`config.mk`:
```
export PLATFORM = sky130hd
export DESIGN_NAME = mc_main_ctrl
export DESIGN_NICKNAME = d
export VERILOG_FILES = /design/src/rtl/mc_ctrl_pkg.sv /design/src/rtl/mc_op_class.sv /design/src/rtl/mc_main_ctrl.sv
export SDC_FILE = /design/constraint.sdc
export NUM_CORES = 1
export LEC_CHECK = 0
export CAP_MARGIN = 20
export CELL_PAD_IN_SITES_DETAIL_PLACEMENT = 0
export CELL_PAD_IN_SITES_GLOBAL_PLACEMENT = 1
export CORE_AREA = 5 5 72 74
export CTS_CLUSTER_DIAMETER = 60
export DETAILED_ROUTE_END_ITERATION = 8
export DIE_AREA = 0 0 77 79
export PLACE_DENSITY_LB_ADDON = 0.25
export SYNTH_ARGS = -nofsm -noshare
export SYNTH_HDL_FRONTEND = slang
export SYNTH_SLANG_ARGS = --single-unit
```
`constraint.sdc`:
```
create_clock -name clk -period 2.7 [get_ports clk]
set_input_delay 0.405 -clock clk [delete_from_list [all_inputs] [get_ports clk]]
set_output_delay 0.405 -clock clk [all_outputs]
set_load 0.02 [all_outputs]
```
`src/rtl/mc_ctrl_pkg.sv`:
```
// Shared types and encodings for the multicycle main controller and its
// opcode classifier.
package mc_ctrl_pkg;

    typedef enum logic [3:0] {
        FETCH  = 4'd0,
        DECODE = 4'd1,
        EXEC   = 4'd2,
        ALUWB  = 4'd3,
        IEXEC  = 4'd4,
        IWB    = 4'd5,
        MEMADR = 4'd6,
        MEMRD  = 4'd7,
        MEMWB  = 4'd8,
        MEMWR  = 4'd9,
        BRANCH = 4'd10,
        JUMP   = 4'd11,
        TRAP   = 4'd12
    } state_t;

    localparam logic [4:0] OP_ADDI = 5'b11000;
    localparam logic [4:0] OP_SUBI = 5'b11001;
    localparam logic [4:0] OP_LW   = 5'b11010;
    localparam logic [4:0] OP_SW   = 5'b11011;
    localparam logic [4:0] OP_BEQ  = 5'b11100;
    localparam logic [4:0] OP_BNE  = 5'b11101;
    localparam logic [4:0] OP_J    = 5'b00000;
    localparam logic [4:0] OP_JAL  = 5'b00111;

    // Bit positions inside the one-hot class vector.
    localparam int CLS_R    = 0;
    localparam int CLS_ADDI = 1;
    localparam int CLS_SUBI = 2;
    localparam int CLS_LW   = 3;
    localparam int CLS_SW   = 4;
    localparam int CLS_BEQ  = 5;
    localparam int CLS_BNE  = 6;
    localparam int CLS_J    = 7;
    localparam int CLS_JAL  = 8;
    localparam int CLS_N    = 9;

    typedef logic [CLS_N-1:0] cls_t;

    localparam logic [1:0] ALUOP_ADD   = 2'b00;
    localparam logic [1:0] ALUOP_RTYPE = 2'b10;
    localparam logic [1:0] ALUOP_SUB   = 2'b11;

    localparam logic [1:0] PCSRC_ALU    = 2'b00;
    localparam logic [1:0] PCSRC_ALUOUT = 2'b01;
    localparam logic [1:0] PCSRC_JUMP   = 2'b10;
    localparam logic [1:0] PCSRC_TRAP   = 2'b11;

    localparam logic [1:0] SRCB_REGB  = 2'b00;
    localparam logic [1:0] SRCB_ONE   = 2'b01;
    localparam logic [1:0] SRCB_IMM   = 2'b10;

    typedef struct packed {
        logic       iord;
        logic       memread;
        logic       memwrite;
        logic       irwrite;
        logic       pcwrite;
        logic       pcwrite_eq;
        logic       pcwrite_ne;
        logic       alusrca;
        logic [1:0] alusrcb;
        logic [1:0] aluop;
        logic [1:0] pcsrc;
        logic       regdst;
        logic       memtoreg;
        logic       regwrite;
        logic       link;
        logic       illegal;
    } ctrl_t;

endpackage

```
`src/rtl/mc_op_class.sv`:
```
// Combinational opcode classifier: top five opcode bits to a one-hot class
// vector plus an illegal flag.
module mc_op_class
    import mc_ctrl_pkg::*;
(
    input  logic [4:0] op5,
    output cls_t       cls,
    output logic       illegal
);

    always_comb begin
        cls = '0;
        if (op5[4:3] == 2'b01 || op5[4:3] == 2'b10) begin
            cls[CLS_R] = 1'b1;
        end else begin
            case (op5)
                OP_ADDI: cls[CLS_ADDI] = 1'b1;
                OP_SUBI: cls[CLS_SUBI] = 1'b1;
                OP_LW:   cls[CLS_LW]   = 1'b1;
                OP_SW:   cls[CLS_SW]   = 1'b1;
                OP_BEQ:  cls[CLS_BEQ]  = 1'b1;
                OP_BNE:  cls[CLS_BNE]  = 1'b1;
                OP_J:    cls[CLS_J]    = 1'b1;
                OP_JAL:  cls[CLS_JAL]  = 1'b1;
                default: cls = '0;
            endcase
        end
        illegal = ~|cls;
    end

endmodule

```
`src/rtl/mc_main_ctrl.sv`:
```
// Multicycle main controller: sequences each instruction through its states,
// stalls on mem_ready, traps illegal opcodes and counts retired instructions.
module mc_main_ctrl
    import mc_ctrl_pkg::*;
#(
    parameter int OP_W  = 5,
    parameter int CNT_W = 16
) (
    input  logic             clk,
    input  logic             reset_n,
    input  logic [OP_W-1:0]  op,
    input  logic             mem_ready,
    output logic             iord,
    output logic             memread,
    output logic             memwrite,
    output logic             irwrite,
    output logic             pcwrite,
    output logic             pcwrite_eq,
    output logic             pcwrite_ne,
    output logic             alusrca,
    output logic [1:0]       alusrcb,
    output logic [1:0]       aluop,
    output logic [1:0]       pcsrc,
    output logic             regdst,
    output logic             memtoreg,
    output logic             regwrite,
    output logic             link,
    output logic             illegal,
    output logic [CNT_W-1:0] instr_count
);

    state_t           state_q, state_d;
    logic [CNT_W-1:0] cnt_q, cnt_d;
    // Sub-class selectors captured in DECODE so later states ignore op.
    logic             sw_q, sw_d;
    logic             bne_q, bne_d;
    logic             jal_q, jal_d;

    cls_t  cls;
    logic  cls_illegal;
    logic  retire;
    ctrl_t ctrl;

    mc_op_class u_op_class (
        .op5     (op[OP_W-1 -: 5]),
        .cls     (cls),
        .illegal (cls_illegal)
    );

    always_ff @(posedge clk or negedge reset_n) begin
        if (!reset_n) begin
            state_q <= FETCH;
            cnt_q   <= '0;
            sw_q    <= 1'b0;
            bne_q   <= 1'b0;
            jal_q   <= 1'b0;
        end else begin
            state_q <= state_d;
            cnt_q   <= cnt_d;
            sw_q    <= sw_d;
            bne_q   <= bne_d;
            jal_q   <= jal_d;
        end
    end

    always_comb begin
        state_d = state_q;
        sw_d    = sw_q;
        bne_d   = bne_q;
        jal_d   = jal_q;
        retire  = 1'b0;
        ctrl    = '0;

        case (state_q)
            FETCH: begin
                ctrl.memread = 1'b1;
                ctrl.alusrcb = SRCB_ONE;
                ctrl.aluop   = ALUOP_ADD;
                ctrl.pcsrc   = PCSRC_ALU;
                ctrl.irwrite = mem_ready;
                ctrl.pcwrite = mem_ready;
                if (mem_ready) state_d = DECODE;
            end
            DECODE: begin
                ctrl.alusrcb = SRCB_IMM;
                ctrl.aluop   = ALUOP_ADD;
                sw_d  = cls[CLS_SW];
                bne_d = cls[CLS_BNE];
                jal_d = cls[CLS_JAL];
                if (cls_illegal)                          state_d = TRAP;
                else if (cls[CLS_R])                      state_d = EXEC;
                else if (cls[CLS_ADDI] || cls[CLS_SUBI])  state_d = IEXEC;
                else if (cls[CLS_LW] || cls[CLS_SW])      state_d = MEMADR;
                else if (cls[CLS_BEQ] || cls[CLS_BNE])    state_d = BRANCH;
                else                                      state_d = JUMP;
            end
            EXEC: begin
                ctrl.alusrca = 1'b1;
                ctrl.alusrcb = SRCB_REGB;
                ctrl.aluop   = ALUOP_RTYPE;
                state_d      = ALUWB;
            end
            ALUWB: begin
                ctrl.regdst   = 1'b1;
                ctrl.regwrite = 1'b1;
                retire        = 1'b1;
                state_d       = FETCH;
            end
            IEXEC: begin
                ctrl.alusrca = 1'b1;
                ctrl.alusrcb = SRCB_IMM;
                ctrl.aluop   = cls[CLS_SUBI] ? ALUOP_SUB : ALUOP_ADD;
                state_d      = IWB;
            end
            IWB: begin
                ctrl.regwrite = 1'b1;
                retire        = 1'b1;
                state_d       = FETCH;
            end
            MEMADR: begin
                ctrl.alusrca = 1'b1;
                ctrl.alusrcb = SRCB_IMM;
                ctrl.aluop   = ALUOP_ADD;
                state_d      = sw_q ? MEMWR : MEMRD;
            end
            MEMRD: begin
                ctrl.memread = 1'b1;
                ctrl.iord    = 1'b1;
                if (mem_ready) state_d = MEMWB;
            end
            MEMWB: begin
                ctrl.memtoreg = 1'b1;
                ctrl.regwrite = 1'b1;
                retire        = 1'b1;
                state_d       = FETCH;
            end
            MEMWR: begin
                ctrl.memwrite = 1'b1;
                ctrl.iord     = 1'b1;
                if (mem_ready) begin
                    retire  = 1'b1;
                    state_d = FETCH;
                end
            end
            BRANCH: begin
                ctrl.alusrca    = 1'b1;
                ctrl.alusrcb    = SRCB_REGB;
                ctrl.aluop      = ALUOP_SUB;
                ctrl.pcsrc      = PCSRC_ALUOUT;
                ctrl.pcwrite_eq = ~bne_q;
                ctrl.pcwrite_ne = bne_q;
                retire          = 1'b1;
                state_d         = FETCH;
            end
            JUMP: begin
                ctrl.pcsrc    = PCSRC_JUMP;
                ctrl.pcwrite  = 1'b1;
                ctrl.link     = jal_q;
                ctrl.regwrite = jal_q;
                retire        = 1'b1;
                state_d       = FETCH;
            end
            TRAP: begin
                ctrl.illegal = 1'b1;
                ctrl.pcsrc   = PCSRC_TRAP;
                ctrl.pcwrite = 1'b1;
                state_d      = FETCH;
            end
            default: state_d = FETCH;
        endcase

        cnt_d = cnt_q + {{(CNT_W-1){1'b0}}, retire};
    end

    // Outputs are gated by reset_n so nothing strobes while reset is held.
    assign iord        = reset_n & ctrl.iord;
    assign memread     = reset_n & ctrl.memread;
    assign memwrite    = reset_n & ctrl.memwrite;
    assign irwrite     = reset_n & ctrl.irwrite;
    assign pcwrite     = reset_n & ctrl.pcwrite;
    assign pcwrite_eq  = reset_n & ctrl.pcwrite_eq;
    assign pcwrite_ne  = reset_n & ctrl.pcwrite_ne;
    assign alusrca     = reset_n & ctrl.alusrca;
    assign alusrcb     = reset_n ? ctrl.alusrcb : 2'b00;
    assign aluop       = reset_n ? ctrl.aluop   : 2'b00;
    assign pcsrc       = reset_n ? ctrl.pcsrc   : 2'b00;
    assign regdst      = reset_n & ctrl.regdst;
    assign memtoreg    = reset_n & ctrl.memtoreg;
    assign regwrite    = reset_n & ctrl.regwrite;
    assign link        = reset_n & ctrl.link;
    assign illegal     = reset_n & ctrl.illegal;
    assign instr_count = cnt_q;

endmodule

```
# After elaboration in Yosys (flattened, before gate mapping)

Cells that the tools add are included.

Bitwise gates (word level): 14
Mux-type cells: 40
Equal/unequal tests: 24
Reductions and logical operators: 15
Add/subtract/negate cells: 1

Operators by type and width:

| kind                                                             | count |
|---|---|
| 4-bit 2-to-1 mux                                                 | 8 |
| 5-bit == test (second input constant)                            | 6 |
| 4-bit one-hot mux with 7 select lines                            | 1 |
| 4-bit == test (second input constant)                            | 5 |
| 1-bit 2-to-1 mux                                                 | 20 |
| 4-bit one-hot mux with 5 select lines                            | 1 |
| 16-bit by 1-bit adder with 16-bit output                         | 1 |
| 4-bit by 3-bit == test with 1-bit output (second input constant) | 4 |
| 1-bit AND                                                        | 13 |
| 2-bit 2-to-1 mux                                                 | 5 |
| 9-bit OR reduction                                               | 1 |
| 4-bit by 2-bit == test with 1-bit output (second input constant) | 2 |
| 8-bit 2-to-1 mux                                                 | 1 |
| 2-bit OR reduction                                               | 4 |
| 2-bit inequality test (second input constant)                    | 3 |
| 1-bit one-hot mux with 2 select lines                            | 3 |
| 2-bit one-hot mux with 3 select lines                            | 1 |
| 5-bit by 3-bit == test with 1-bit output (second input constant) | 1 |
| 5-bit zero test                                                  | 1 |
| 5-bit OR reduction                                               | 1 |
| 4-bit by 1-bit == test with 1-bit output (second input constant) | 1 |
| 4-bit zero test                                                  | 1 |
| 1-bit logical OR                                                 | 4 |
| 4-bit OR reduction                                               | 1 |
| 5 further kinds                                                  | 5 |

Word-level logic and storage cells: 99
Flip-flop bits (word level): 23

# Longest topological paths before layout

Depth in word-level cells: 10
Mapped depth: 10

# Modules after synthesis

A second synthesis with hierarchy kept.

Cell total of the unflattened synthesis: 183
Area, all modules: 1,534.0 um^2

By module, submodules not included:

| module       | cells an instance | seq. area each (um^2) | area each (um^2) | times used |
|---|---|---|---|---|
| mc_main_ctrl | 164               | 575.6                 | 1,425.1          | 1 |
| mc_op_class  | 19                | 0.0                   | 108.9            | 1 |

# Worst setup path before layout

OpenSTA, ideal clock, no wires.

Path type: register -> output
Start point: reg state_q[2]
End point: out irwrite
Setup slack: 0.515 ns
Data arrival time: 1.780 ns
Stages on the path, launching flop included: 5
Path through: dfrtp_1 buf_2 buf_1 nor4_1 and2_1

Word-level cells in the longest chain between the ends: 3

Ends and longest elaborated chain:

| element                | RTL line            | source |
|---|---|---|
| start, declared        | mc_main_ctrl.sv:32  | `state_t state_q, state_d;` |
| start signal, assigned | mc_main_ctrl.sv:58  | `state_q <= state_d;` |
| 4-bit zero test        | mc_main_ctrl.sv:74  | `case (state_q)` |
| 1-bit 2-to-1 mux       | mc_main_ctrl.sv:74  |  |
| 1-bit AND              | mc_main_ctrl.sv:179 | `assign irwrite = reset_n & ctrl.irwrite;` |
| end, declared          | mc_main_ctrl.sv:16  | `output logic irwrite,` |

Every way passes these cells.

# Worst setup path after layout

Start point: reg state_q[0]
End point: out memread

Word-level cells in the longest chain between the ends: 4
Elaborated cells between the ends (all ways): 5

Ends and longest elaborated chain:

| element                                                                            | RTL line            | source |
|---|---|---|
| 4-bit by 3-bit == test with 1-bit output / 4-bit zero test (equally long branches) | mc_main_ctrl.sv:74  |  |
| 2-bit OR reduction (no line) (*)                                                   | n/a                 |  |
| 1-bit 2-to-1 mux (*)                                                               | mc_main_ctrl.sv:74  |  |
| 1-bit AND (*)                                                                      | mc_main_ctrl.sv:177 | `assign memread = reset_n & ctrl.memread;` |
| end, declared                                                                      | mc_main_ctrl.sv:14  | `output logic memread,` |

Every way passes the cells marked *; elsewhere a longest branch is shown, timed or not.

==> impl_metrics.tcl <==
set metrics [dict create \
    status "finished clean" \
    drcViolationCount 0 \
    final_nets 229 \
    io_buffers 42 \
    p_leak_nw 0.875 \
    clk_pin_slew_ns 0.08 \
    grt_start_max_net_pins 25 \
    wirelength_um 3630 \
    fmax_ghz 0.387 \
    io_pins 43 \
    first_iter_violations 66 \
    synth_fp_nets 177 \
    synth.yosys.warnings 0 \
    slew_violations 0 \
    r2r_slack_ns 0.42 \
    cpMaxStageDelayCell "dfrtp_1" \
    cts_buffer_depth 2 \
    post_drt_via_cell_ratio 5.22 \
    antenna_found_initial 0 \
    ff2ff_path_depth 7 \
    cts_tree "built" \
    skew_ns 0.00527 \
    cts.root.buffer_cell "clkbuf_8" \
    crit_cells 3 \
    cap_violations 0 \
    synth_cells 167 \
    worstPathMaxFanout 24 \
    n_antenna_cell 0 \
    endpoint "memread" \
    seq_area_frac_synth_pct 39.7 \
    h-tree-depth 1 \
    critical_path.top_delay_family "flip-flops" \
    drtAntennaViolNets 0 \
    fillers 450 \
    maxSlewHeadroom_pct 51.8 \
    postCtsResizedCells 0 \
    tightest_slew_ns 0.723 \
    cp.required_ns 2.30 \
    cts_hold_buf 0 \
    firstDrtPassIters 4 \
    crit_buf_inv 1 \
    crit_chain "or3_1 -> a21oi_1 -> clkdlybuf4s50_1" \
    finalCritPeriodShare_pct 95.8 \
    hold_ws_ns 0.476 \
    worstSetupStartpoint "state_q[0]" \
    post-dp-hpwl_um 2810 \
    r2r_end "instr_count[10]" \
    finish.utilization_pct 45.3 \
    drive_gt1_share_pct 9.63 \
    grt_pass1_wl_um 6020 \
    synth_cell_type_count 41 \
    coreArea_um2 4540 \
    cp.arrival_ns 2.18 \
    insertion_delay_ns 0.26 \
    start_util_pct 31.9 \
    cp-start-kind "register" \
    worstSetupEndpointType "output port" \
    grt_setup_unrepaired "no" \
    place_ws_ns 0.0226 \
    setup_viol 0 \
    wl_per_cell_um 13.3 \
    critPathKind "reg -> out" \
    p_per_area_nw_per_um2 754 \
    hold_viol_final 0 \
    tns_ns 0 \
    cts_setup_buffers 0 \
    yosys_register_bits 23 \
    layout_min_cycle_time_ns 2.59 \
    ir_drop_uv 316 \
    cpPeakStageDelay_ns 0.65 \
    finalWorstSetupSlack_ns 0.114 \
    grt_usage_pct 11.7 \
    gp_congestion 0.746 \
    reg2reg_from "state_q[0]" \
    syn_area_um2 1450 \
    postSynthAreaPerCell_um2 8.68 \
    total_power_w 0.00155 \
    cts_made_buffers 3 \
    vias 1419 \
    hold_path_class "in -> async" \
    die-area_um2 6080 \
    clock_sinks 23 \
    die_y_um 79 \
    fp.dieW_um 77 \
    overflow 0 \
    num_rows 25 \
    grt_pass1_vias 1302 \
    syn_to_final_growth_pct 41.8 \
]
## synthesized netlist by cell type (all sizes together)
| master | number | area share [%] |
|---|---|---|
| nand4 | 3 | 1.3 |
| a221o | 1 | 0.69 |
| o211ai | 3 | 1.9 |
| a31oi | 1 | 0.43 |
| mux2i | 3 | 2.1 |
| nand3b | 1 | 0.52 |
| xor2 | 3 | 1.8 |
| xnor2 | 11 | 6.6 |
| nor2 | 13 | 3.4 |
| a21oi | 5 | 1.7 |
| o31ai | 2 | 1.0 |
| nand4b | 2 | 1.2 |
| nor3 | 7 | 2.4 |
| nor2b | 9 | 3.9 |
| dfrtp | 23 | 40 |
| inv | 3 | 0.78 |
| nor4 | 1 | 0.43 |
| buf | 3 | 0.95 |
| o41ai | 1 | 0.60 |
| nand2 | 16 | 4.1 |
| o21ai | 9 | 3.1 |
| or3 | 3 | 1.3 |
| a22o | 1 | 0.60 |
| and3 | 5 | 2.2 |
| and2 | 3 | 1.3 |
| nand3 | 10 | 3.5 |
| a21boi | 1 | 0.52 |
| and4 | 3 | 1.8 |
| nand2b | 6 | 2.6 |
| nor3b | 2 | 1.0 |
| a22oi | 1 | 0.52 |
| or4 | 2 | 1.3 |
| ha | 2 | 1.7 |
| a2bb2oi | 2 | 1.2 |
| clkbuf | 5 | 1.3 |
| o22ai | 1 | 0.43 |
## worst min path at each step
stage	start	to	slack (ns)	cells past startpoint
global placement	instr_count[15]	instr_count[15]	0.46	1
detailed placement	instr_count[15]	instr_count[15]	0.47	1
floorplan	reset_n	bne_q	0.11	0
CTS	reset_n	bne_q	0.47	2
global route	reset_n	bne_q	0.49	2
finish	reset_n	bne_q	0.48	2
## worst register-to-register path: cells and delay by family, from the launching register on
kind	cells	cell delay, ns
simple gates	3	0.69
xor+xnor	1	0.14
fa+ha+maj	2	0.54
compound gates	1	0.16
flops	1	0.65
## sequential cells by signal, summed over array words and instances (netlist names)
name,cells
bne_q,1
instr_count,16
jal_q,1
state_q,4
sw_q,1
## placed cells by master, fill, tap and decap left out, drive strengths merged, types with 5 or more instances in the layout
master         count
nand2b             6
xnor2             11
and3               5
nor2b              9
o21ai              9
nand2             16
nand3             10
a21oi              5
buf               13
nor2              13
dfrtp             23
clkdlybuf4s50     40
nor3               7
## through the flow
step                      cells  area (µm²)
after floorplan             167        1450
after global placement      268        2000
after detailed placement    268        2000
after CTS                   272        2050
after global routing        272        2050
final                       272        2050
## per-layer routing
layer	share of wire, %	GRT usage [%]
met1	45	14.4
met2	49	20.9
met3	4.5	3.06
met4	0.77	1.89
met5	0	0
## kinds of logic after synthesis
logic type | share of synthesized area, %
XOR/XNOR | 8.46
flip-flops | 39.7
AO/OA/AOI/OAI | 12.8
multiplexers | 2.07
buffers and inverters | 3.02
AND/OR/NAND/NOR | 32.2
adder cells (fa/ha/maj) | 1.73
## area by class of cell
type,instances,area [µm²],area share (%)
Clock inverter,1,5.00,0.244
Multi-Input combinational cell,133,830,40.4
Tap cell,54,67.6,3.29
Clock buffer,3,41.3,2.01
Sequential cell,23,577,28.1
Inverter,3,11.3,0.548
Timing Repair Buffer,55,523,25.5
## where the power goes
group | switching, W | internal, W
Clock | 0.000109 | 0.000103
Combinational | 0.000413 | 0.000367
Sequential | 0.000140 | 0.000418
Total | 0.000661 | 0.000888
(Power assumes the default switching activity.)
